<file path="config.mk">
export PLATFORM = sky130hd
export DESIGN_NAME = spi_reg_bridge
export DESIGN_NICKNAME = d
export VERILOG_FILES = /design/src/rtl/spi_bridge_pkg.sv /design/src/rtl/sync_edge_det.sv /design/src/rtl/spi_reg_bridge.sv
export SDC_FILE = /design/constraint.sdc
export NUM_CORES = 1
export LEC_CHECK = 0
export BUFFER_PORTS_ARGS = -buffer_cell sky130_fd_sc_hd__clkbuf_2
export CAP_MARGIN = 30
export CORE_UTILIZATION = 44
export DETAILED_ROUTE_END_ITERATION = 8
export GPL_TIMING_DRIVEN = 1
export SLEW_MARGIN = 20
export SYNTH_ARGS = -nofsm -noshare
export SYNTH_HDL_FRONTEND = slang
export SYNTH_HIERARCHICAL = 1
export SYNTH_SLANG_ARGS = --single-unit
</file>
<file path="constraint.sdc">
create_clock -name clk -period 2.6 [get_ports clk]
set_input_delay 0.39 -clock clk [delete_from_list [all_inputs] [get_ports clk]]
set_output_delay 0.39 -clock clk [all_outputs]
set_load 0.005 [all_outputs]
</file>
<file path="src/rtl/spi_bridge_pkg.sv">
// -----------------------------------------------------------------------------
// spi_bridge_pkg
// Shared definitions for the SPI register bridge:
//   state_e   - frame sequencing states of the bridge FSM
//   CMD_BITS  - length of the command byte {rw, addr}
//   RW_BIT    - position of the read/write flag inside the command byte
// -----------------------------------------------------------------------------
package spi_bridge_pkg;

  typedef enum logic [2:0] {
    IDLE,
    CMD,
    RD_FETCH,
    DATA,
    WR_COMMIT,
    DONE
  } state_e;

  localparam int CMD_BITS = 8;
  localparam int RW_BIT   = 7;

endpackage

</file>
<file path="src/rtl/sync_edge_det.sv">
// -----------------------------------------------------------------------------
// sync_edge_det
// Brings one asynchronous pin into the clk domain through two flops and
// flags single-cycle rise/fall pulses on the synchronised level.
// A pin edge therefore becomes an action on the third clk edge after it.
// Ports:
//   clk     in   system clock
//   d_i     in   asynchronous pin
//   sync_o  out  synchronised level
//   rise_o  out  one-cycle pulse on a synchronised 0->1 transition
//   fall_o  out  one-cycle pulse on a synchronised 1->0 transition
// -----------------------------------------------------------------------------
module sync_edge_det (
  input  logic clk,
  input  logic d_i,
  output logic sync_o,
  output logic rise_o,
  output logic fall_o
);

  logic meta_q;
  logic sync_q;
  logic prev_q;

  // The chain is deliberately not reset: it always tracks the pin, so a
  // reset in the middle of a frame cannot fabricate a cs_n fall and start
  // decoding the tail of an aborted frame.
  always_ff @(posedge clk) begin
    meta_q <= d_i;
    sync_q <= meta_q;
    prev_q <= sync_q;
  end

  assign sync_o = sync_q;
  assign rise_o = sync_q & ~prev_q;
  assign fall_o = ~sync_q & prev_q;

endmodule

</file>
<file path="src/rtl/spi_reg_bridge.sv">
// -----------------------------------------------------------------------------
// spi_reg_bridge
// SPI slave (mode 0, MSB first) acting as host access port of the register
// file. A 24-bit frame {rw, addr[6:0], data[15:0]} becomes one register write
// (write_en strobe) or one register read (rdata shifted out on MISO).
// SPI pins are asynchronous and oversampled in the clk domain.
// Optional feature: define SPI_BRIDGE_AUTOINC_EN to allow bursts - while cs_n
// stays low, further 16-bit words go to addr+1, addr+2, ... (wrapping).
// Ports:
//   clk, srst            system clock, synchronous active-high reset
//   spi_sclk/cs_n/mosi   SPI inputs from the host (asynchronous)
//   spi_miso             read data to the host
//   spi_miso_oe          MISO enable, follows synchronised ~cs_n
//   addr                 register address to the memory map
//   write_en, wdata      one-cycle write strobe and its data
//   rdata                combinational read data for addr
//   frame_err            one-cycle pulse when cs_n rises mid-frame
// -----------------------------------------------------------------------------
module spi_reg_bridge
  import spi_bridge_pkg::*;
#(
  parameter int DATA_WIDTH = 16,
  parameter int ADDR_WIDTH = 7
) (
  input  logic                  clk,
  input  logic                  srst,
  input  logic                  spi_sclk,
  input  logic                  spi_cs_n,
  input  logic                  spi_mosi,
  output logic                  spi_miso,
  output logic                  spi_miso_oe,
  output logic [ADDR_WIDTH-1:0] addr,
  output logic                  write_en,
  output logic [DATA_WIDTH-1:0] wdata,
  input  logic [DATA_WIDTH-1:0] rdata,
  output logic                  frame_err
);

  localparam int CNT_W = $clog2(DATA_WIDTH) + 1;
  localparam logic [CNT_W-1:0] CMD_LAST  = CNT_W'(CMD_BITS - 1);
  localparam logic [CNT_W-1:0] DATA_LAST = CNT_W'(DATA_WIDTH - 1);

  logic sclk_rise;
  logic sclk_fall;
  logic sclk_sync;
  logic cs_sync;
  logic cs_rise;
  logic cs_fall;
  logic mosi_sync;
  logic mosi_rise_unused;
  logic mosi_fall_unused;

  state_e                state_q;
  logic [CNT_W-1:0]      bit_cnt_q;
  logic [DATA_WIDTH-1:0] shreg_q;
  logic [DATA_WIDTH-1:0] shreg_d;
  logic [DATA_WIDTH-1:0] tx_sh_q;
  logic [DATA_WIDTH-1:0] rdata_q;
  logic [DATA_WIDTH-1:0] wdata_q;
  logic [ADDR_WIDTH-1:0] addr_q;
  logic                  rd_frame_q;
  logic                  load_pend_q;
  logic                  write_en_q;
  logic                  frame_err_q;
  logic                  oe_q;
  logic [CMD_BITS-1:0]   cmd_word;

  sync_edge_det u_sclk_sync (
    .clk    (clk),
    .d_i    (spi_sclk),
    .sync_o (sclk_sync),
    .rise_o (sclk_rise),
    .fall_o (sclk_fall)
  );

  sync_edge_det u_cs_sync (
    .clk    (clk),
    .d_i    (spi_cs_n),
    .sync_o (cs_sync),
    .rise_o (cs_rise),
    .fall_o (cs_fall)
  );

  sync_edge_det u_mosi_sync (
    .clk    (clk),
    .d_i    (spi_mosi),
    .sync_o (mosi_sync),
    .rise_o (mosi_rise_unused),
    .fall_o (mosi_fall_unused)
  );

  // Shift register contents including the bit sampled on this sclk rise;
  // the command byte is complete in its low bits on the 8th rise.
  assign shreg_d  = {shreg_q[DATA_WIDTH-2:0], mosi_sync};
  assign cmd_word = shreg_d[CMD_BITS-1:0];

  // Frame sequencer. Strobes are cleared every cycle and set only on the
  // cycle that needs them, which keeps write_en and frame_err one clk wide.
  // An abort drops rd_frame_q and tx_sh_q so MISO goes quiet immediately.
  always_ff @(posedge clk) begin
    if (srst) begin
      state_q     <= IDLE;
      bit_cnt_q   <= '0;
      shreg_q     <= '0;
      tx_sh_q     <= '0;
      rdata_q     <= '0;
      wdata_q     <= '0;
      addr_q      <= '0;
      rd_frame_q  <= 1'b0;
      load_pend_q <= 1'b0;
      write_en_q  <= 1'b0;
      frame_err_q <= 1'b0;
      oe_q        <= 1'b0;
    end else begin
      write_en_q  <= 1'b0;
      frame_err_q <= 1'b0;
      oe_q        <= ~cs_sync;

      case (state_q)
        IDLE: begin
          if (cs_fall) begin
            state_q     <= CMD;
            bit_cnt_q   <= '0;
            shreg_q     <= '0;
            tx_sh_q     <= '0;
            rd_frame_q  <= 1'b0;
            load_pend_q <= 1'b0;
          end
        end

        CMD: begin
          if (cs_rise) begin
            frame_err_q <= 1'b1;
            state_q     <= IDLE;
          end else if (sclk_rise) begin
            shreg_q <= shreg_d;
            if (bit_cnt_q == CMD_LAST) begin
              bit_cnt_q <= '0;
              addr_q    <= cmd_word[ADDR_WIDTH-1:0];
              if (cmd_word[RW_BIT]) begin
                state_q <= DATA;
              end else begin
                rd_frame_q  <= 1'b1;
                load_pend_q <= 1'b1;
                state_q     <= RD_FETCH;
              end
            end else begin
              bit_cnt_q <= bit_cnt_q + 1'b1;
            end
          end
        end

        // addr has already settled, so rdata is valid for this cycle.
        RD_FETCH: begin
          if (cs_rise) begin
            frame_err_q <= 1'b1;
            rd_frame_q  <= 1'b0;
            tx_sh_q     <= '0;
            state_q     <= IDLE;
          end else begin
            rdata_q <= rdata;
            state_q <= DATA;
          end
        end

        // The 16th rise wins over a coincident cs_n rise so a complete word
        // is never thrown away.
        DATA: begin
          if (sclk_rise && (bit_cnt_q == DATA_LAST)) begin
            shreg_q   <= shreg_d;
            bit_cnt_q <= '0;
            if (!rd_frame_q) begin
              wdata_q    <= shreg_d;
              write_en_q <= 1'b1;
              state_q    <= cs_rise ? IDLE : WR_COMMIT;
            end else if (cs_rise) begin
              rd_frame_q <= 1'b0;
              tx_sh_q    <= '0;
              state_q    <= IDLE;
            end else begin
`ifdef SPI_BRIDGE_AUTOINC_EN
              addr_q      <= addr_q + 1'b1;
              load_pend_q <= 1'b1;
              state_q     <= RD_FETCH;
`else
              tx_sh_q     <= '0;
              state_q     <= DONE;
`endif
            end
          end else if (cs_rise) begin
            frame_err_q <= 1'b1;
            rd_frame_q  <= 1'b0;
            tx_sh_q     <= '0;
            state_q     <= IDLE;
          end else begin
            if (sclk_rise) begin
              shreg_q   <= shreg_d;
              bit_cnt_q <= bit_cnt_q + 1'b1;
            end
            // First fall after a fetch loads the word, later falls shift it.
            if (sclk_fall && rd_frame_q) begin
              if (load_pend_q) begin
                tx_sh_q     <= rdata_q;
                load_pend_q <= 1'b0;
              end else begin
                tx_sh_q <= {tx_sh_q[DATA_WIDTH-2:0], 1'b0};
              end
            end
          end
        end

        // Address advances only after the strobe so the write lands on the
        // address it was meant for.
        WR_COMMIT: begin
          if (cs_rise) begin
            state_q <= IDLE;
          end else begin
`ifdef SPI_BRIDGE_AUTOINC_EN
            addr_q  <= addr_q + 1'b1;
            state_q <= DATA;
`else
            state_q <= DONE;
`endif
          end
        end

        DONE: begin
          if (cs_rise) begin
            rd_frame_q <= 1'b0;
            tx_sh_q    <= '0;
            state_q    <= IDLE;
          end
        end

        default: state_q <= IDLE;
      endcase
    end
  end

  // The synchronised sclk level itself carries no information beyond its
  // edge pulses; it is folded into nothing functional.
  logic sclk_level_unused;
  assign sclk_level_unused = sclk_sync;

  assign addr        = addr_q;
  assign write_en    = write_en_q;
  assign wdata       = wdata_q;
  assign frame_err   = frame_err_q;
  assign spi_miso_oe = oe_q;
  assign spi_miso    = tx_sh_q[DATA_WIDTH-1] & rd_frame_q;

endmodule

</file>
# ---- After elaboration in Yosys (flattened, before gate mapping)
# Cells that the tools add are included.
dict set report word_totals {
  ff_bits 92
  input_bits 21
  out_inout_bits 27
  wordCells 124
}
dict set report op_classes {
  n_addsub 1
  n_eq_ne 22
  mux 50
  bitwise_logic 13
  n_reduce_logical 18
}
# op n
set ops {}
lappend ops {{$mux W16} 10}
lappend ops {{$pmux W16 S3} 2}
lappend ops {{$mux W5} 7}
lappend ops {{$mux W3} 9}
lappend ops {{$pmux W3 S6} 1}
lappend ops {{$mux W1} 16}
lappend ops {{$ne A2 B2 Y1 const B} 8}
lappend ops {{$ne A3 B3 Y1 const B} 5}
lappend ops {{$pmux W5 S3} 1}
lappend ops {{$reduce_and A6 Y1} 2}
lappend ops {{$reduce_and A9 Y1} 1}
lappend ops {{$not A1 Y1} 8}
lappend ops {{$eq A3 B2 Y1 const B} 2}
lappend ops {{$eq A3 B3 Y1 const B} 2}
lappend ops {{$reduce_and A3 Y1} 2}
lappend ops {{$reduce_bool A3 Y1} 2}
lappend ops {{$add A5 B1 Y5 const B} 1}
lappend ops {{$and A1 B1 Y1} 5}
lappend ops {{$eq A5 B3 Y1 const B} 1}
lappend ops {{$eq A5 B4 Y1 const B} 1}
lappend ops {{$reduce_and A5 Y1} 1}
lappend ops {{$ne A4 B4 Y1 const B} 1}
lappend ops {{$pmux W1 S4} 1}
lappend ops {{$reduce_and A2 Y1} 2}
lappend ops {{other kinds (11)} 13}

# ---- Longest topological paths before layout
# Gate-level depths: netlist of run 1.
dict set report depth {
  ltp_word 7
  depth_mapped 8
  ltp_nobuf 7
}

# ---- Modules after synthesis
# The synthesis of run 1 kept the hierarchy.
# mod n_inst cells_per_inst area_per_inst_um2 seq_area_each_um2
set modules_own_cells {}
lappend modules_own_cells {spi_reg_bridge 1 401 3473.3 1661.6}
lappend modules_own_cells {sync_edge_det 3 5 75.1 60.1}

# ---- Worst setup path after synthesis of run 1
# Ideal clock, no wire load.
dict set report synth_timing {
  path_kind {flip-flop to flip-flop}
  start {register bit_cnt_q[0]}
  end {register bit_cnt_q[4]}
  setup_ns 0.070
  arrival_time_ns 1.951
  slack_ns 0.579
  path_stages_with_launch 8
  path_buffers 0
  path_cell_list {dfxtp_1 ha_1 and3_2 ha_1 and3_1 a211o_1 or4_1 a21oi_1}
}
dict set report synth_between {
  elab_chain_len 5
}
# item line
set synth_lines {}
lappend synth_lines {{start, declared} spi_reg_bridge.sv:54} ;# logic [CNT_W-1:0] bit_cnt_q;
lappend synth_lines {{start signal, assigned} spi_reg_bridge.sv:148} ;# bit_cnt_q <= bit_cnt_q + 1'b1;
lappend synth_lines {{start signal, assigned} spi_reg_bridge.sv:198} ;# bit_cnt_q <= bit_cnt_q + 1'b1;
lappend synth_lines {{$add A5 B1 Y5 / $eq A5 B3 Y1 (equally long branches)} {spi_reg_bridge.sv:148, spi_reg_bridge.sv:198, spi_reg_bridge.sv:137}}
lappend synth_lines {{$mux W5, on equally long branches} {spi_reg_bridge.sv:196, spi_reg_bridge.sv:137}}
lappend synth_lines {{$mux W5, on equally long branches} {spi_reg_bridge.sv:190, spi_reg_bridge.sv:135}}
lappend synth_lines {{$mux W5, on equally long branches} {spi_reg_bridge.sv:169, spi_reg_bridge.sv:132}}
lappend synth_lines {{$pmux W5 S3} spi_reg_bridge.sv:119} ;# case (state_q)
# Several ways; a longest one is shown, not always the timed one. The select of a mux whose other input is x is not followed.
# A chain may end at the register's enable or synchronous reset.

# ---- Final worst setup path of run 1
dict set report layout_timing {
  start {register bit_cnt_q[0]}
  end {register tx_sh_q[0]}
}
dict set report layout_between {
  elab_chain_len 4
}
# item line
set layout_lines {}
lappend layout_lines {{$eq A5 B4 Y1 (*)} spi_reg_bridge.sv:169} ;# if (sclk_rise && (bit_cnt_q == DATA_LAST)) begin
lappend layout_lines {{$logic_and A1 B1 Y1 (*)} spi_reg_bridge.sv:169}
lappend layout_lines {{$ne A4 B4 Y1 (no source line), or another cell as far along} n/a}
lappend layout_lines {{$reduce_and A5 Y1 (no source line) / $pmux W16 S3 (equally long branches)} n/a}
lappend layout_lines {{end signal, assigned} spi_reg_bridge.sv:203} ;# tx_sh_q <= rdata_q;
lappend layout_lines {{end signal, assigned} spi_reg_bridge.sv:206} ;# tx_sh_q <= {tx_sh_q[DATA_WIDTH-2:0], 1'b0};
lappend layout_lines {{end, declared} spi_reg_bridge.sv:57} ;# logic [DATA_WIDTH-1:0] tx_sh_q;
# Mark *: on every way between the ends. The rest lies on a longest branch, timed or not.

==> results by stage, run 1 <==
Clock tree:
- Buffers inserted to repair hold after CTS numbered 0.
- Once the clock tree was built, the setup fixing pass inserted 0 buffers.
- The number of buffers on the longest clock path is 2.
- The post-cts sizing count is 0.
- The insertion delay to the later sink of the worst-skew pair is 0.35 ns.
- The clock tree from TritonCTS is built.
- Clock-pin slew was measured on the worst setup and hold paths at 0.09 ns.
- The TritonCTS buffer count is 9.
- The clock net in this run drives a total of 91 sinks.
- The H-tree generated during clock tree synthesis spans 3 levels.
- The tree is rooted in a sky130_fd_sc_hd__clkbuf_8.

Routing:
- Summed over all layers, the routed wires come to 7600 um.
- The DRC violation count after routing is 0.
- The remaining antenna violation count is 0.
- The routed via count divided by cell count is 5.37.
- The routed via count is 2999.
- The starting DRC count in detailed routing is 126.
- The pre-antenna-repair detailed-routing pass consisted of 4 iterations.
- The wire length per cell is 13.6 um.

Pwr:
- VDD sags by at most 0.334 mV.
- The post-layout total power is 2.50 mW.
- The analysis attributes to cell leakage a power of 1.53 nW.
- Power spread over the standard cell area amounts to 602 nW/um^2.

Timing:
- The final hold violation count is 0.
- The part of the cycle the worst path needs is 90.6%.
- Setup repair after global routing left no endpoint under its margin.
- The post-layout minimum cycle time is 2.36 ns.
- The maximum clock frequency is 0.424 GHz.
- At the pin with the least slew margin, the transition time is 0.892 ns.
- The worst-case clock skew is 0.00879 ns.
- Measured against its own limit, the worst slew margin works out to 40.4%.
- For the final routed database, the setup TNS stands at 0 ns.
- The count of final max-slew check failures is 0.
- Setup violations remaining at the end of the flow were counted as 0.
- On the final layout, the worst hold slack is 0.134 ns.

Global routing:
- The first-pass GRT wire length is 13200 um.
- The total congestion overflow after global routing is 0.
- For this run, the total global-route usage over all layers was measured as 18.9%.
- The number of antenna violations at the first check in global routing is 0.
- Entering global routing, the biggest net connects 31 pins.
- The number of global-route vias before repair was 2803.

Final layout:
- The top cell types in the final layout, fill and taps aside, are 91 x sky130_fd_sc_hd__dfxtp_1, 85 x sky130_fd_sc_hd__nand2_1, 54 x sky130_fd_sc_hd__a21oi_1, 47 x sky130_fd_sc_hd__clkbuf_2, 22 x sky130_fd_sc_hd__mux2i_1.
- In the final layout, the share of cells above drive strength 1 is 18.4%.
- Relative to the synthesized area, the layout overhead comes to 13.3%.
- The number of antenna diodes in the final layout is 0.
- The leading cell type in the layout, fill and taps excluded is sky130_fd_sc_hd__dfxtp_1.
- After filler insertion, the fill cell instance count of the layout stands at 747.
- The net total in the final layout is 474.

Synthesis:
- After synthesis, the mean cell area works out to 8.87 um^2.
- In the synthesized netlist, the number of instances is 413.
- Synthesis produced a netlist with a net count of 436.
- The netlist area before placement is 3660 um^2.
- The total number of yosys warnings is 6.

Floorplan:
- After floorplanning, the core was divided into 32 placement rows.
- The die is 93.2 um wide.
- The floorplan die height is 93.2 um.
- The number of I/O pins is 48.
- In this run the standard cell core region covers 7890 um^2.
- The die covers 8690 um^2.
- The initial core utilization is 46.4%.

Critical path:
- Data arrives at the worst endpoint at 2.60 ns.
- By startpoint and endpoint, the worst setup path is classified as register to register.
- The kind of start point of the critical path is a register.
- The startpoint of the worst setup timing path is bit_cnt_q[0].
- The type of destination of the critical path is a register.
- Of all nets on the critical path, the largest fanout is 16.
- The reg-to-reg startpoint is bit_cnt_q[0].
- At the worst endpoint, the required time is 2.84 ns.

Place:
- The routability congestion estimate is 0.875.
- The final HPWL from detailed placement is 4990 um.
- The count of buffers added on input and output ports is 47.

Worst hold path:
- The worst hold path belongs to the class input pin to register.
- The origin of the worst min-delay path is spi_mosi.

Job:
- The max-capacitance violation count is 0.

Outcome:
- The run finished with clean final reports.
## power breakdown
group | leakage [nW] | switching [mW] | internal (mW) | total [mW]
Clock | 0.0999 | 0.482 | 0.475 | 0.956
Combinational | 0.698 | 0.0790 | 0.0463 | 0.125
Sequential | 0.736 | 0.0146 | 1.40 | 1.42
## routing by layer
| layer | up-vias | GRT usage, % | routed length (um) |
|---|---|---|---|
| met2 | 80 | 30.5 | 3380 |
| li1 | 1529 | - | - |
| met3 | 12 | 4.47 | 373 |
| met4 | 0 | 6.03 | 109 |
| met5 | - | 0 | 0 |
| met1 | 1378 | 24.9 | 3740 |
## area by class of cell
| cell class | count | area [um^2] | area share (%) |
|---|---|---|---|
| Multi-Input combinational cell | 287 | 1670 | 40.3 |
| Tap cell | 102 | 128 | 3.08 |
| Sequential cell | 91 | 1820 | 43.9 |
| Timing Repair Buffer | 56 | 303 | 7.30 |
| Clock buffer | 11 | 141 | 3.41 |
| Clock inverter | 5 | 60.1 | 1.45 |
| Inverter | 6 | 22.5 | 0.543 |
## final timing paths
path	cells past startpoint	slack, ns	endpoint
hold reg to reg	0	0.33	u_cs_sync/sync_o
setup / recovery	7	0.24	tx_sh_q[0]
setup reg to reg	7	0.24	tx_sh_q[0]
hold / removal	1	0.13	u_mosi_sync/meta_q
## critical path: stages (launching register included)
cell,delay [ns]
sky130_fd_sc_hd__dfxtp_1,0.34
sky130_fd_sc_hd__ha_1,0.23
sky130_fd_sc_hd__and3_2,0.21
sky130_fd_sc_hd__ha_1,0.25
sky130_fd_sc_hd__and3b_1,0.23
sky130_fd_sc_hd__a31oi_1,0.21
sky130_fd_sc_hd__a41oi_2,0.45
sky130_fd_sc_hd__a21o_1,0.32
## registers in the layout, indices dropped and copies added (netlist names), 3 cells and up
| signal | cells |
|---|---|
| shreg_q | 15 |
| wdata | 16 |
| addr | 7 |
| bit_cnt_q | 5 |
| state_q | 3 |
| rdata_q | 16 |
| tx_sh_q | 16 |
## stage by stage
stage / instance area, um^2 / setup slack (ns) / cells / utilization (%)
after floorplan: 3660 / 0.579 / 413 / -
after global placement: 3950 / 0.349 / 542 / 50.1
after detailed placement: 3950 / 0.258 / 542 / 50.1
after CTS: 4150 / 0.253 / 558 / 52.6
after global routing: 4150 / 0.0704 / 558 / 52.6
final: 4150 / 0.244 / 558 / 52.6
(Power assumes the default switching activity.)
==> run 2: changes to the inputs <==
==> constraint.sdc (replaced) <==
create_clock -name clk -period 2.6 [get_ports clk]
set_input_delay 0.52 -clock clk [delete_from_list [all_inputs] [get_ports clk]]
set_output_delay 0.52 -clock clk [all_outputs]
set_load 0.005 [all_outputs]
==> results by stage, run 2 (synthesis gave the netlist of run 1 again) <==
Timing:
- Adding up every negative setup slack in the final design gives 0 ns.
- Final hold analysis gives a worst-case slack of 0.267 ns.
- The maximum clock frequency is 0.422 GHz.
- The transition time at the pin with the least slew margin is 0.920 ns.
- The worst-case setup margin in the final layout is 0.232 ns.
- The part of the cycle the worst path needs is 91.1%.
- The worst-case clock skew is 0.00917 ns.
- The final hold violation count was 0.
- The number of endpoints failing setup at the final stage is 0.
- Setup repair after global routing left no endpoint under its margin.
- The count of final max-slew check failures was 0.
- The worst pin sits at a relative slew slack of 38.6%.
- The worst path in the final design needs a cycle of 2.37 ns, including I/O delays and setup.

Global routing:
- The number of global-route vias before repair is 2808.
- The total congestion overflow after global routing is 0.
- The global-route usage over all layers is 18.9%.
- The largest net degree at the start of global routing is 38.
- The first global-routing pass estimated 13100 um of wire.
- The number of antenna violations at the first check in global routing came to 0.

Final layout:
- The design area is 4140 um^2.
- The leading cell type in the layout, fill and taps excluded is sky130_fd_sc_hd__dfxtp_1.
- Leaving out fill and tap cells, the most frequent cells in the layout are 91 x sky130_fd_sc_hd__dfxtp_1, 85 x sky130_fd_sc_hd__nand2_1, 54 x sky130_fd_sc_hd__a21oi_1, 47 x sky130_fd_sc_hd__clkbuf_2, 22 x sky130_fd_sc_hd__mux2i_1.
- The net total in the final layout is 475.
- Counting the fill cells in the layout gives 776.
- The number of antenna diodes is 0.
- The growth of design area from synthesis to finish is 12.9%.
- The count of placed standard cells in the final layout, fillers left out is 559.
- The post-route netlist has 18.6% of its cells at a drive strength greater than 1.

Floorplan:
- In this run the core area contains 32 standard-cell rows.
- The full die area is 8690 um^2.
- The floorplan step defined a core boundary enclosing 7890 um^2.
- The initial utilization of the core area, before any placement, comes to 46.4%.
- The floorplan step set the die height to 93.2 um.
- The floorplan die width is 93.2 um.
- The number of I/O pins is 48.

Critical path:
- The longest individual stage delay on the worst path is 0.57 ns.
- The critical path goes through ha_1 -> and3_2 -> ha_1 -> a21boi_1 -> o22a_1 -> or4_1 -> a21oi_1.
- The type of destination of the critical path is a register.
- The highest fanout seen on the critical path is 22.
- The worst endpoint data arrival time is 2.64 ns.
- Among the stages of the critical path, the cell type that occurs most often is sky130_fd_sc_hd__ha_1.
- The setup path with the least slack is of type register to register.
- The required time of the critical path is 2.88 ns.
- The cell type of the slowest stage on the worst timing path is sky130_fd_sc_hd__or4_1.
- The kind of start point of the critical path is a register.
- The worst register-to-register path has a setup slack of 0.23 ns.

Clock tree:
- After clock tree synthesis, the flow added hold-fix buffers numbering 0.
- CTS built an H-tree with a depth of 3.
- In this run the post-CTS setup repair buffer count came out at 0.
- The clock passes through at most 2 buffers.
- The root buffer selected by CTS is sky130_fd_sc_hd__clkbuf_8.
- The insertion delay to the later sink of the worst-skew pair is 0.35 ns.
- The clock net in this run drives a total of 91 sinks.
- The post-cts sizing count is 0.
- Counting the buffers created by CTS gives 9.
- Clock-pin slew was measured on the worst setup and hold paths at 0.09 ns.
- TritonCTS built the clock tree.

Pwr:
- The analysis attributes to cell leakage a power of 1.53 nW.
- The worst-case IR drop observed on VDD is 0.262 mV.
- The power density relative to cell area is 585 nW/um^2.

Place:
- Once placement finished, the instance area stood at 3960 um^2.
- During placement, the flow inserted port buffers numbering 47.
- The setup slack at placement is 0.256 ns.
- The cell count after placement is 543.
- Routability-driven placement finished with a final weighted congestion of 0.858.
- The final HPWL from detailed placement is 5080 um.

Worst hold path:
- The worst min-delay path category is input pin to register.

Routing:
- Dividing the detail-routed wire length by the instance count gives 13.8 um.
- Summing over every cut layer, the via total after detailed routing is 3041.
- The total iterations of the first detailed-routing run is 4.
- After the first detailed-routing iteration, the DRC count stood at 170.
- Once detail routing completed, the nets flagged for antenna violations numbered 0.
- Using the TritonRoute via totals, the vias-per-cell ratio works out to 5.44.
- The DRC violation count after routing is 0.
- The total routed wirelength is 7730 um.

Job:
- The max-capacitance violation count is 0.

Outcome:
- The flow ran to the end, and the final reports show no timing, DRC or antenna violations.
## run 2: cell count changes in the layout (fill, tap and decap cells not counted)
cell,delta
sky130_fd_sc_hd__bufinv_16,-1
sky130_fd_sc_hd__buf_4,+1
sky130_fd_sc_hd__clkinvlp_4,+1
## run 2: worst max-delay path, delay by kind of cell, from the launching register on
family                   cells  cell delay, ns
adder cells (fa/ha/maj)      2            0.47
AO/OA/AOI/OAI                3            0.71
AND/OR/NAND/NOR              2            0.76
flip-flops                   1            0.37
## run 2: final cells by class
class / count / area [um^2] / area share (%)
clock inverters: 5 / 37.5 / 0.908
well taps: 102 / 128 / 3.09
flip-flops and latches: 91 / 1820 / 44.1
repair buffers: 57 / 310 / 7.50
clock buffers: 11 / 141 / 3.42
multi-input cells: 287 / 1670 / 40.5
inverters: 6 / 22.5 / 0.545
## run 2: worst paths after layout
check	end	cells past startpoint	start
worst max-delay path	bit_cnt_q[0]	7	bit_cnt_q[0]
worst min-delay path	u_mosi_sync/meta_q	1	spi_mosi
worst max register to register	bit_cnt_q[0]	7	bit_cnt_q[0]
worst min register to register	u_sclk_sync/sync_o	0	u_sclk_sync/meta_q
## run 2: through the flow
stage	power (mW)	util (%)
after CTS	2.45	52.4
after global placement	1.57	50.2
final	2.42	52.4
after global routing	2.52	52.4
after floorplan	1.53	-
after detailed placement	1.57	50.2
## run 2: power breakdown
| group | internal (mW) | switching (mW) | total [mW] |
|---|---|---|---|
| Combinational | 0.0444 | 0.0779 | 0.122 |
| Clock | 0.378 | 0.501 | 0.879 |
| Sequential | 1.40 | 0.0145 | 1.42 |
## run 2: routing by layer
metal	share of wire (%)	vias to the layer above	GRT usage, %	routed length [um]
li1	-	1537	-	-
met1	50	1423	25.2	3890
met2	44	69	30.5	3400
met3	3.8	12	2.93	294
met4	1.8	0	7.95	137
met5	0	-	0	0
